## config.mk

```make
export PLATFORM = sky130hd
export DESIGN_NAME = bus_copy_engine
export DESIGN_NICKNAME = d
export VERILOG_FILES = /design/src/rtl/soc_bus_pkg.sv /design/src/rtl/bus_copy_engine.sv
export SDC_FILE = /design/constraint.sdc
export NUM_CORES = 1
export LEC_CHECK = 0
export ABC_AREA = 1
export ABC_CLOCK_PERIOD_IN_PS = 2300
export BUFFER_PORTS_ARGS = -buffer_cell sky130_fd_sc_hd__buf_2
export CORE_MARGIN = 4
export CORE_UTILIZATION = 36
export CTS_BUF_LIST = sky130_fd_sc_hd__clkbuf_8
export CTS_CLUSTER_DIAMETER = 80
export CTS_CLUSTER_SIZE = 28
export DETAILED_ROUTE_END_ITERATION = 10
export GPL_TIMING_DRIVEN = 0
export PLACE_DENSITY_LB_ADDON = 0.12
export SLEW_MARGIN = 20
export SYNTH_ARGS = -nofsm -noshare
export SYNTH_HDL_FRONTEND = slang
export SYNTH_SLANG_ARGS = --single-unit
```

## constraint.sdc

```tcl
create_clock -name clk -period 2.3 [get_ports clk]
set_clock_uncertainty 0.05 [all_clocks]
set_input_delay 0.23 -clock clk [delete_from_list [all_inputs] [get_ports clk]]
set_output_delay 0.23 -clock clk [all_outputs]
set_load 0.02 [all_outputs]
```

## src/rtl/soc_bus_pkg.sv

```systemverilog
// Shared SoC bus definitions: bus widths, bus word types and copy-engine states.
package soc_bus_pkg;

   localparam int unsigned BUS_ADDR_W = 17;
   localparam int unsigned BUS_DATA_W = 8;

   typedef logic [BUS_ADDR_W-1:0] bus_addr_t;
   typedef logic [BUS_DATA_W-1:0] bus_data_t;

   typedef enum logic [2:0] {
      IDLE,
      RD,
      WAIT,
      WR,
      FIN
   } copy_state_t;

endpackage

```

## src/rtl/bus_copy_engine.sv

```systemverilog
// Byte-wise bus copy engine: a second bus initiator that reads one byte from
// the source range, waits READ_LAT cycles for the responder, then writes it to
// the destination range. Ascending order; pointers wrap modulo 2^ADDR_W.
module bus_copy_engine
   import soc_bus_pkg::*;
#(
   parameter int unsigned ADDR_W   = BUS_ADDR_W,
   parameter int unsigned DATA_W   = BUS_DATA_W,
   parameter int unsigned READ_LAT = 1
) (
   input  logic              clk,
   input  logic              reset,
   input  logic              start,
   input  logic [ADDR_W-1:0] src_addr,
   input  logic [ADDR_W-1:0] dst_addr,
   input  logic [ADDR_W:0]   len,
   output logic              busy,
   output logic              done,
   output logic [ADDR_W-1:0] bus_addr,
   output logic              bus_we,
   output logic [DATA_W-1:0] bus_data_out,
   input  logic [DATA_W-1:0] bus_data_in
);

   localparam int unsigned REM_W  = ADDR_W + 1;
   localparam int unsigned WCNT_W = 3;

   copy_state_t         state_q;
   logic [ADDR_W-1:0]   src_ptr_q;
   logic [ADDR_W-1:0]   dst_ptr_q;
   logic [REM_W-1:0]    rem_q;
   logic [WCNT_W-1:0]   wait_q;
   logic                busy_q;
   logic                done_q;
   logic [ADDR_W-1:0]   bus_addr_q;
   logic                bus_we_q;
   logic [DATA_W-1:0]   bus_data_out_q;

   logic [ADDR_W-1:0]   src_ptr_d;
   logic [ADDR_W-1:0]   dst_ptr_d;
   logic [REM_W-1:0]    rem_d;

   // Post-write pointer and remaining-count values, used when leaving WR.
   always_comb begin
      src_ptr_d = src_ptr_q + ADDR_W'(1);
      dst_ptr_d = dst_ptr_q + ADDR_W'(1);
      rem_d     = rem_q - REM_W'(1);
   end

   // Copy FSM; bus outputs are registered and set on entry to each state.
   // The write-data register doubles as the byte buffer captured in WAIT.
   always_ff @(posedge clk) begin
      if (reset) begin
         state_q        <= IDLE;
         src_ptr_q      <= '0;
         dst_ptr_q      <= '0;
         rem_q          <= '0;
         wait_q         <= '0;
         busy_q         <= 1'b0;
         done_q         <= 1'b0;
         bus_addr_q     <= '0;
         bus_we_q       <= 1'b0;
         bus_data_out_q <= '0;
      end else begin
         done_q   <= 1'b0;
         bus_we_q <= 1'b0;
         case (state_q)
            IDLE: begin
               bus_addr_q <= '0;
               if (start) begin
                  if (len != '0) begin
                     src_ptr_q  <= src_addr;
                     dst_ptr_q  <= dst_addr;
                     rem_q      <= len;
                     bus_addr_q <= src_addr;
                     busy_q     <= 1'b1;
                     state_q    <= RD;
                  end else begin
                     done_q  <= 1'b1;
                     state_q <= FIN;
                  end
               end
            end
            RD: begin
               wait_q  <= WCNT_W'(READ_LAT);
               state_q <= WAIT;
            end
            WAIT: begin
               if (wait_q == WCNT_W'(1)) begin
                  bus_data_out_q <= bus_data_in;
                  bus_addr_q     <= dst_ptr_q;
                  bus_we_q       <= 1'b1;
                  state_q        <= WR;
               end else begin
                  wait_q <= wait_q - WCNT_W'(1);
               end
            end
            WR: begin
               src_ptr_q <= src_ptr_d;
               dst_ptr_q <= dst_ptr_d;
               rem_q     <= rem_d;
               if (rem_d == '0) begin
                  busy_q     <= 1'b0;
                  done_q     <= 1'b1;
                  bus_addr_q <= '0;
                  state_q    <= FIN;
               end else begin
                  bus_addr_q <= src_ptr_d;
                  state_q    <= RD;
               end
            end
            FIN: begin
               state_q <= IDLE;
            end
            default: begin
               busy_q     <= 1'b0;
               bus_addr_q <= '0;
               state_q    <= IDLE;
            end
         endcase
      end
   end

   assign busy         = busy_q;
   assign done         = done_q;
   assign bus_addr     = bus_addr_q;
   assign bus_we       = bus_we_q;
   assign bus_data_out = bus_data_out_q;

endmodule

```

Word level (Yosys, flattened, before mapping)
Index checks and enable logic that the tools add are counted.

Equality and inequality tests: 10. Muxes and demuxes: 30. Bitwise gates (word level): 3. $add $sub $neg: 4. Reduce and logical (&&, ||, !) cells: 14.

Operator list (number): 17-bit 2-to-1 mux (8); 17-bit case mux with 2 select lines (2); 17-bit case mux with 4 select lines (1); 18-bit 2-to-1 mux (2); 18-bit case mux with 2 select lines (1); 17-bit by 1-bit adder with 17-bit output (second input constant) (2); 18-bit zero test (1); 18-bit nonzero test (1); 18-bit by 1-bit subtractor with 18-bit output (second input constant) (1); 3-bit 2-to-1 mux (5); 3-bit case mux with 4 select lines (1); 2-bit != test (second input constant) (5); 2-bit AND reduction (4); 1-bit 2-to-1 mux (7); 3-bit by 1-bit == test with 1-bit output (second input constant) (2); 3-bit by 2-bit == test with 1-bit output (second input constant) (2); 3-bit case mux with 2 select lines (1); 4-bit AND reduction (1); 2-bit nonzero test (2); 2-bit OR reduction (2); 3-bit == test (second input constant) (1); 3-bit zero test (1); 1-bit inverter (3); 1-bit case mux with 3 select lines (1); other kinds (4) (4).

Output and inout bits: 28. Input bits: 63. Flip-flop bits (word level): 86.

Depth between registers and ports, before layout
Gate-level depths: netlist of run 1.

Depth after elaboration: 4. Gate-level depth with buffers: 16. Gate-level depth less buffers: 15.

Worst setup path after synthesis of run 1
No wires, ideal clock.

Kind: register to register. Start point: register rem_q[0]. End point: register bus_addr_q[16] (netlist: bus_addr[16]). Arrival time: 1.762 ns. Setup time: 0.132 ns. Cell stages (with the launch flop): 17. Path slack: 0.356 ns. Clock period less this slack: 1.944 ns. Path through: dfxtp_1 > inv_1 > ha_1 > nand2_2 > nor2_4 > nand2_1 > nand2_1 > nand2_1 > nor2_1 > nand2_1 > nor2_2 > nand2_4 > buf_8 > nand2_1 > nand2_1 > nand2_1 > a21oi_1.

Cells in the longest elaborated chain, start to end: 4.

Ends and longest elaborated chain: start, declared (RTL line bus_copy_engine.sv:31) `logic [REM_W-1:0] rem_q;`; start signal, assigned (RTL line bus_copy_engine.sv:74) `rem_q <= len;`; start signal, assigned (RTL line bus_copy_engine.sv:101) `rem_q <= rem_d;`; 18-bit by 1-bit subtractor with 18-bit output (RTL line bus_copy_engine.sv:47) `rem_d = rem_q - REM_W'(1);`; 18-bit zero test (RTL line bus_copy_engine.sv:102) `if (rem_d == '0) begin`; 17-bit 2-to-1 mux (RTL line bus_copy_engine.sv:102); 17-bit case mux with 4 select lines (RTL line bus_copy_engine.sv:67) `case (state_q)`; end signal, assigned (RTL line bus_copy_engine.sv:75) `bus_addr_q <= src_addr;`; end signal, assigned (RTL line bus_copy_engine.sv:91) `bus_addr_q <= dst_ptr_q;`; end signal, assigned (RTL line bus_copy_engine.sv:108) `bus_addr_q <= src_ptr_d;`; end, declared (RTL line bus_copy_engine.sv:35) `logic [ADDR_W-1:0] bus_addr_q;`.

No other way between the ends. A chain may end at the register's enable or synchronous reset.

Final worst setup path of run 1
Start point: register state_q[2]. End point: register dst_ptr_q[7].

Cells in the longest elaborated chain, start to end: 3.

Ends and longest elaborated chain: start, declared (RTL line bus_copy_engine.sv:28) `copy_state_t state_q;`; start signal, assigned (RTL line bus_copy_engine.sv:54) `state_q <= IDLE;`; start signal, assigned (RTL line bus_copy_engine.sv:77) `state_q <= RD;`; start signal, assigned (RTL line bus_copy_engine.sv:80) `state_q <= FIN;`; 3-bit by 2-bit == test with 1-bit output / 3-bit zero test (equally long branches) (RTL line bus_copy_engine.sv:67); 2-bit nonzero test (no source line) / 2-bit != test (equally long branches); 3-bit AND reduction (no source line); end signal, assigned (RTL line bus_copy_engine.sv:73) `dst_ptr_q <= dst_addr;`; end signal, assigned (RTL line bus_copy_engine.sv:100) `dst_ptr_q <= dst_ptr_d;`; end, declared (RTL line bus_copy_engine.sv:30) `logic [ADDR_W-1:0] dst_ptr_q;`.

Several ways; a longest one is shown, not always the timed one.

==> results of run 1 <==
[cells in the final DEF, fill, tap and decap left out, types with 12 or more instances in the layout]
cell	Yosys	layout
a211oi_1	12	12
a21oi_1	58	57
a31oi_1	22	22
buf_2	9	97
clkbuf_1	25	20
dfxtp_1	86	83
inv_1	87	86
nand2_1	223	219
nand3_1	46	46
nand4_1	14	14
nor2_1	105	97
o21ai_0	84	84
[routing by layer]
| layer | vias up | track usage, % |
|---|---|---|
| met3 | 34 | 4.98 |
| met5 | - | 0 |
| met4 | 0 | 8.52 |
| met2 | 168 | 35.7 |
| met1 | 2670 | 28.2 |
| li1 | 2981 | - |
[how the worst max path moves through the flow]
stage | end | slack (ns)
finish | dst_ptr_q[7] | 0.15
global route | rem_q[2] | -0.05
CTS | bus_addr[7] | 0.009
detailed placement | bus_addr[6] | -0.19
global placement | bus_addr[6] | -0.19
floorplan | bus_addr[16] | 0.36
[cell families after synthesis]
family / after synthesis / synth area share [%]
AO/OA/AOI/OAI: 192 / 19.7
adder cells (fa/ha/maj): 6 / 1.43
XOR/XNOR: 10 / 1.67
flip-flops: 86 / 32.9
AND/OR/NAND/NOR: 420 / 34.1
buffers and inverters: 131 / 10.2
[sequential cells by signal (all words and copies together) (netlist names)]
| signal | count |
|---|---|
| bus_data_out | 8 |
| bus_addr | 17 |
| busy | 1 |
| done | 1 |
| wait_q | 3 |
| src_ptr_q | 17 |
| rem_q | 18 |
| dst_ptr_q | 17 |
| bus_we | 1 |
| state_q | 3 |
[metrics by stage]
step | TNS, ns | setup WS, ns | hold WS [ns]
after floorplan | 0 | 0.356 | 0.315
after global placement | -3.01 | -0.187 | 0.403
after detailed placement | -2.66 | -0.191 | 0.400
after CTS | 0 | 0.00943 | 0.000705
after global routing | -0.118 | -0.0481 | 0.0141
final | 0 | 0.153 | 0.0118
[tightest hold or removal path: cells and delay by family]
kind | cells | cell delay (ns)
buffers and inverters | 1 | 0.07
AND/OR/NAND/NOR | 2 | 0.11
[what timing repair did]
| item | CTS | global route |
|---|---|---|
| gates cloned | 0 | 2 |
| endpoints found under the setup margin | 14 | 70 |
| hold endpoints to repair | 0 | 1 |
| pin swaps | 1 | 10 |
| hold buffers | 0 | 1 |
| buffers inserted | 0 | 9 |
| gates resized for setup | 5 | 38 |
[Yosys cell counts, types with 9 or more instances]
cell	instances	share of area, %
nand2_1	223	16
nor2_1	105	7.5
inv_1	87	6.2
dfxtp_1	86	33
o21ai_0	84	8.0
a21oi_1	58	5.5
nand3_1	46	4.4
clkbuf_1	25	1.8
a31oi_1	22	2.6
nand4_1	14	1.7
a211oi_1	12	1.7
o21ai_1	10	0.96
buf_2	9	0.86
nor3_1	9	0.86
[power breakdown]
part	switching (mW)	internal, mW
sequential	0.475	1.97
clock	0.615	0.640
combinational	2.39	1.28
total	3.48	3.90
[area by class of cell]
type	instances	area (sq um)	share of cell area (%)
buffer	38	193	3.03
clock buffer	10	138	2.17
clock inverter	6	85.1	1.34
inverter	93	357	5.61
multi-input combinational	629	3080	48.4
sequential	86	1730	27.2
tap	180	225	3.54
timing repair buffer	100	548	8.63
==> flow_summary.ini, run 1 <==
[outcome]
status = finished clean

[setup_path]
startpoint_type = flop
cp_num_cells = 8
crit_buf_inv = 3
critical_path_required_ns = 2.57
crit_path_cell_trace = nor3_4 > inv_2 > nand2_1 > nand3_4 > inv_2 > clkbuf_1 > o21ai_0 > a21oi_1
critical_path_arrival_ns = 2.42
rr_startpoint = state_q[2]
worstPathMaxFanout = 10
r2r_slack_ns = 0.15
cp-startpoint = state_q[2]
cpPeakStageDelay_ns = 0.45
crit_type = flop to flop
critPathMostFrequentCell = inv_2
r2r_end = dst_ptr_q[7]
reg2regPathDepth = 8
end_kind = flop
slowest_stage = clkbuf_1
path_delay_family = buffers and inverters

[min_path]
hold_depth = 3
min-delay-start = bus_data_in[4]
hold_path_class = input port to flop
holdPathEnd = bus_data_out[4]

[synth]
async_reset_ff_share_pct = 0
yosys_warnings = 0
syn_area_sq_um = 5240
syn_nets = 914
yosysUniqueCellTypes = 35
syn_inst = 845
syn_avg_cell_area_sq_um = 6.20
synth_seq_area_share_pct = 32.9
ys_ff_latch = 86
synth_edf_count = 0
synthFlopType = dfxtp_1

[run]
cap_violations = 0

[floorplan]
fp.dieW_microns = 129
dieHeight_microns = 129
start_util_pct = 37.3
num_io_pins = 91
die_area_sq_um = 16500
coreArea_sq_um = 14000
row_count = 43

[placed_design]
place_area_sq_um = 5910
place_hpwl_mm = 13.3
io_buffer_count = 89
place.gp.congestion = 0.852
dp_cells = 1114

[global_routing]
grt_pass1_wl_mm = 28.6
grt_max_degree = 15
grt.overflow.total = 0
grt_pass1_vias = 5675
antenna_found_initial = 0
grtUsageTotal_pct = 21.9

[cts]
cts_max_path_buffers = 2
clockRootBuffer = clkbuf_8
cts_buffers = 9
cts_max_level = 3
cts_tree = done
cts.sinks = 86
clk_latency_ns = 0.39
cts.clk_slew.worst_paths_ns = 0.10

[cells_and_area]
finalNetCount = 1026
fillerInstances = 1562
stdcell_count = 1142
finalInstanceArea_sq_um = 6350
final_core_util_pct = 45.2
area_growth_pct = 21.3
num_antenna_cells = 0
drive_gt1_share_pct = 18.6

[route]
ant_nets = 0
drt-initial-drc-count = 317
drc_errors = 0
via_per_inst = 5.13
wl_mm = 18.0
wl_met1_mm = 7.96
dr_wl_met2_mm = 8.27
vias = 5853
wl_met3_mm = 1.15
dr.pass1.iters = 5
top_layer = met4
avgRoutedWirePerCell_microns = 15.8

[timing]
max-slew-margin-rel_pct = 58.3
hold_viol_final = 0
setup_viol = 0
worstMarginPinSlew_ns = 0.625
fmax_ghz = 0.466
drv_slew = 0
min_period_ns = 2.15
rsz0062_at_grt = true
min_period_over_period_pct = 93.4

[power_and_ir_drop]
leakagePower_nw = 2.89
total_power_mw = 7.38
power_density_nw_per_um2 = 1160
ir_worst_vdd_mv = 0.486
No activity file was read; power rests on OpenSTA's default activity.
==> run 2: changes to the inputs <==
- ABC_AREA: 1 -> 0
- ABC_CLOCK_PERIOD_IN_PS: 2300 -> 2100
- clock period: 2.3 -> 2.1 ns (I/O delays scaled with it)
==> flow_summary.ini, run 2 <==
[power_and_ir_drop]
pwr-share-clk_pct = 19.6
seq_power_share_pct = 29.9
internal_power_mw = 4.35
power_density_nw_per_um2 = 1110
p_comb_share_pct = 50.5
p_switching_mw = 3.49
leakagePower_nw = 2.77
total_power_mw = 7.84
p_sw_share_pct = 44.5
ir_worst_vdd_mv = 0.414

[synth]
syn_area_sq_um = 5380
syn_avg_cell_area_sq_um = 7.30
ys_top_cells_by_count = nand2_1, dfxtp_1, nor2_1
synthTopCellsByArea = dfxtp_1, nand2_1, a21oi_1
yosys.area.top_type = dfxtp_1
async_reset_ff_share_pct = 0
synth_edf_count = 0
yosys_warnings = 0
yosys.area.top_type_share_pct = 32.0
syn_nets = 806
yosysMostFrequentCell = nand2_1
synth_seq_area_share_pct = 32.0
syn_inst = 737
synthFlopType = dfxtp_1
ys_ff_latch = 86
yosysUniqueCellTypes = 70

[route]
avgRoutedWirePerCell_microns = 22.0
via_per_inst = 6.20
drc_errors = 0
vias = 6576
dr.pass1.iters = 6
ant_nets = 0
drt-initial-drc-count = 887
wl_mm = 23.4

[cells_and_area]
final_cell_mix = nand2_1, buf_2, dfxtp_1
area_growth_pct = 31.5
final_core_util_pct = 48.5
fillerInstances = 1460
top_register = rem_q
finalInstanceArea_sq_um = 7080
largest_register_ffs = 18
finalNetCount = 941
num_antenna_cells = 0
final_common_cell = nand2_1
drive_gt1_share_pct = 27.8

[placed_design]
place_area_sq_um = 6100
place.gp.congestion = 0.966
place_hpwl_mm = 16.0
io_buffer_count = 90
dp_slack_ns = -0.775

[timing]
max-slew-margin-rel_pct = 47.2
min_period_ns = 2.35
worstMarginPinSlew_ns = 0.793
setup_viol = 45
rsz0062_at_grt = true
fmax_ghz = 0.425
setup_slack_ns = -0.255
min_period_over_period_pct = 112
drv_slew = 0
hold_viol_final = 0

[floorplan]
start_util_pct = 36.9
num_io_pins = 91
die_area_sq_um = 17000
row_count = 44
coreArea_sq_um = 14600
fp.dieW_microns = 130
dieHeight_microns = 130

[outcome]
violations = setup timing
status = finished, violations left

[cts]
clockRootBuffer = clkbuf_8
cts.sinks = 86
cts_max_path_buffers = 2
clk_latency_ns = 0.39
cts_tree = done
cts.clk_slew.worst_paths_ns = 0.10
cts_max_level = 3
cts_buffers = 9

[global_routing]
antenna_found_initial = 0
grt.overflow.total = 0
grtUsageTotal_pct = 27.0
grt_pass1_wl_mm = 34.9
grt_max_degree = 17
grt_pass1_vias = 6087

[setup_path]
crit_type = flop to flop
critPathMostFrequentCell = nand4_1
end_kind = flop
crit_path_cell_trace = nor4_4 > nand4_1 > xor2_2 > nand4_1 > buf_6 > o31ai_4 > buf_12 > a31oi_4
startpoint_type = flop
cpPeakStageDelay_ns = 0.43
slowest_stage = nor4_4
critical_path_arrival_ns = 2.56
critical_path_required_ns = 2.31
worstPathMaxFanout = 7

[run]
cap_violations = 0

[min_path]
hold_path_class = input port to flop
## run 2: cell types whose count changed in the layout (fill, tap and decap cells not counted), moves of 27 or more
cell     previous run  this run
buf_4              10        37
inv_1              86         8
nand2_1           219       126
nand3_1            46        19
nor2_1             97        70
o21ai_0            84        45
## run 2: logic make-up after synthesis
logic type / Yosys count / synth area share, %
and+or+nand+nor: 310 / 27.3
AOI/OAI and AO/OA: 249 / 31.1
DFF: 86 / 32.0
buffers and inverters: 67 / 5.14
xor gates and xnor gates: 17 / 2.77
adders and majority gates: 6 / 1.39
muxes: 2 / 0.372
## run 2: path summary, 6_finish.rpt
path | start | to | slack [ns] | depth (start not counted)
worst min-delay path | bus_data_in[1] | bus_data_out[1] | 0.004 | 3
worst min register to register | bus_data_out[4] | bus_data_out[4] | 0.41 | 2
worst max register to register | rem_q[8] | state_q[0] | -0.25 | 8
worst max-delay path | rem_q[8] | state_q[0] | -0.25 | 8
## run 2: stage by stage
step	hold WS (ns)	setup TNS, ns	cells
global placement	0.392	-58.54	1011
CTS	0.000429	-3.06	1055
floorplan	0.296	-0.0107	737
finish	0.00397	-5.76	1061
detailed placement	0.399	-54.14	1011
global route	0.00745	-10.77	1061
## run 2: layout make-up
type	instances	area (sq um)	area share (%)
sequential	86	1730	24.5
multi-input combinational	584	3710	52.4
tap	184	230	3.25
buffer	49	307	4.33
clock inverter	7	126	1.79
clock buffer	9	124	1.75
inverter	10	45.0	0.636
timing repair buffer	132	807	11.4
## run 2: metal layers
| layer | share of wire, % | vias up | GRT usage (%) |
|---|---|---|---|
| met2 | 44 | 379 | 40.2 |
| met1 | 43 | 3144 | 38.3 |
| met5 | 0 | - | 0 |
| li1 | - | 2998 | - |
| met4 | 3.0 | 0 | 10.8 |
| met3 | 10 | 55 | 5.32 |
## run 2: what timing repair did
action                                 in CTS  in global routing
setup endpoints to repair                  85                 82
gates resized for setup                    80                 50
hold buffers                                4                  0
setup buffers                              30                  9
endpoints found under the hold margin       4                  0
pin swaps                                  25                 15
## run 2: power by group through the flow
stage	Sequential (mW)	Clock, mW	Combinational (mW)
2_1_floorplan	2.28	0	2.05
3_3_place_gp	2.28	0	3.03
3_5_place_dp	2.29	0	3.06
4_1_cts	2.30	1.55	3.61
5_1_grt	2.38	1.62	4.21
6_report	2.34	1.54	3.96
## run 2: critical path: cells and delay by family (launching register included)
kind,cells,cell delay (ns)
AO/OA/AOI/OAI,2,0.32
XOR/XNOR,1,0.27
buffers and inverters,2,0.35
flip-flops,1,0.42
AND/OR/NAND/NOR,3,0.82
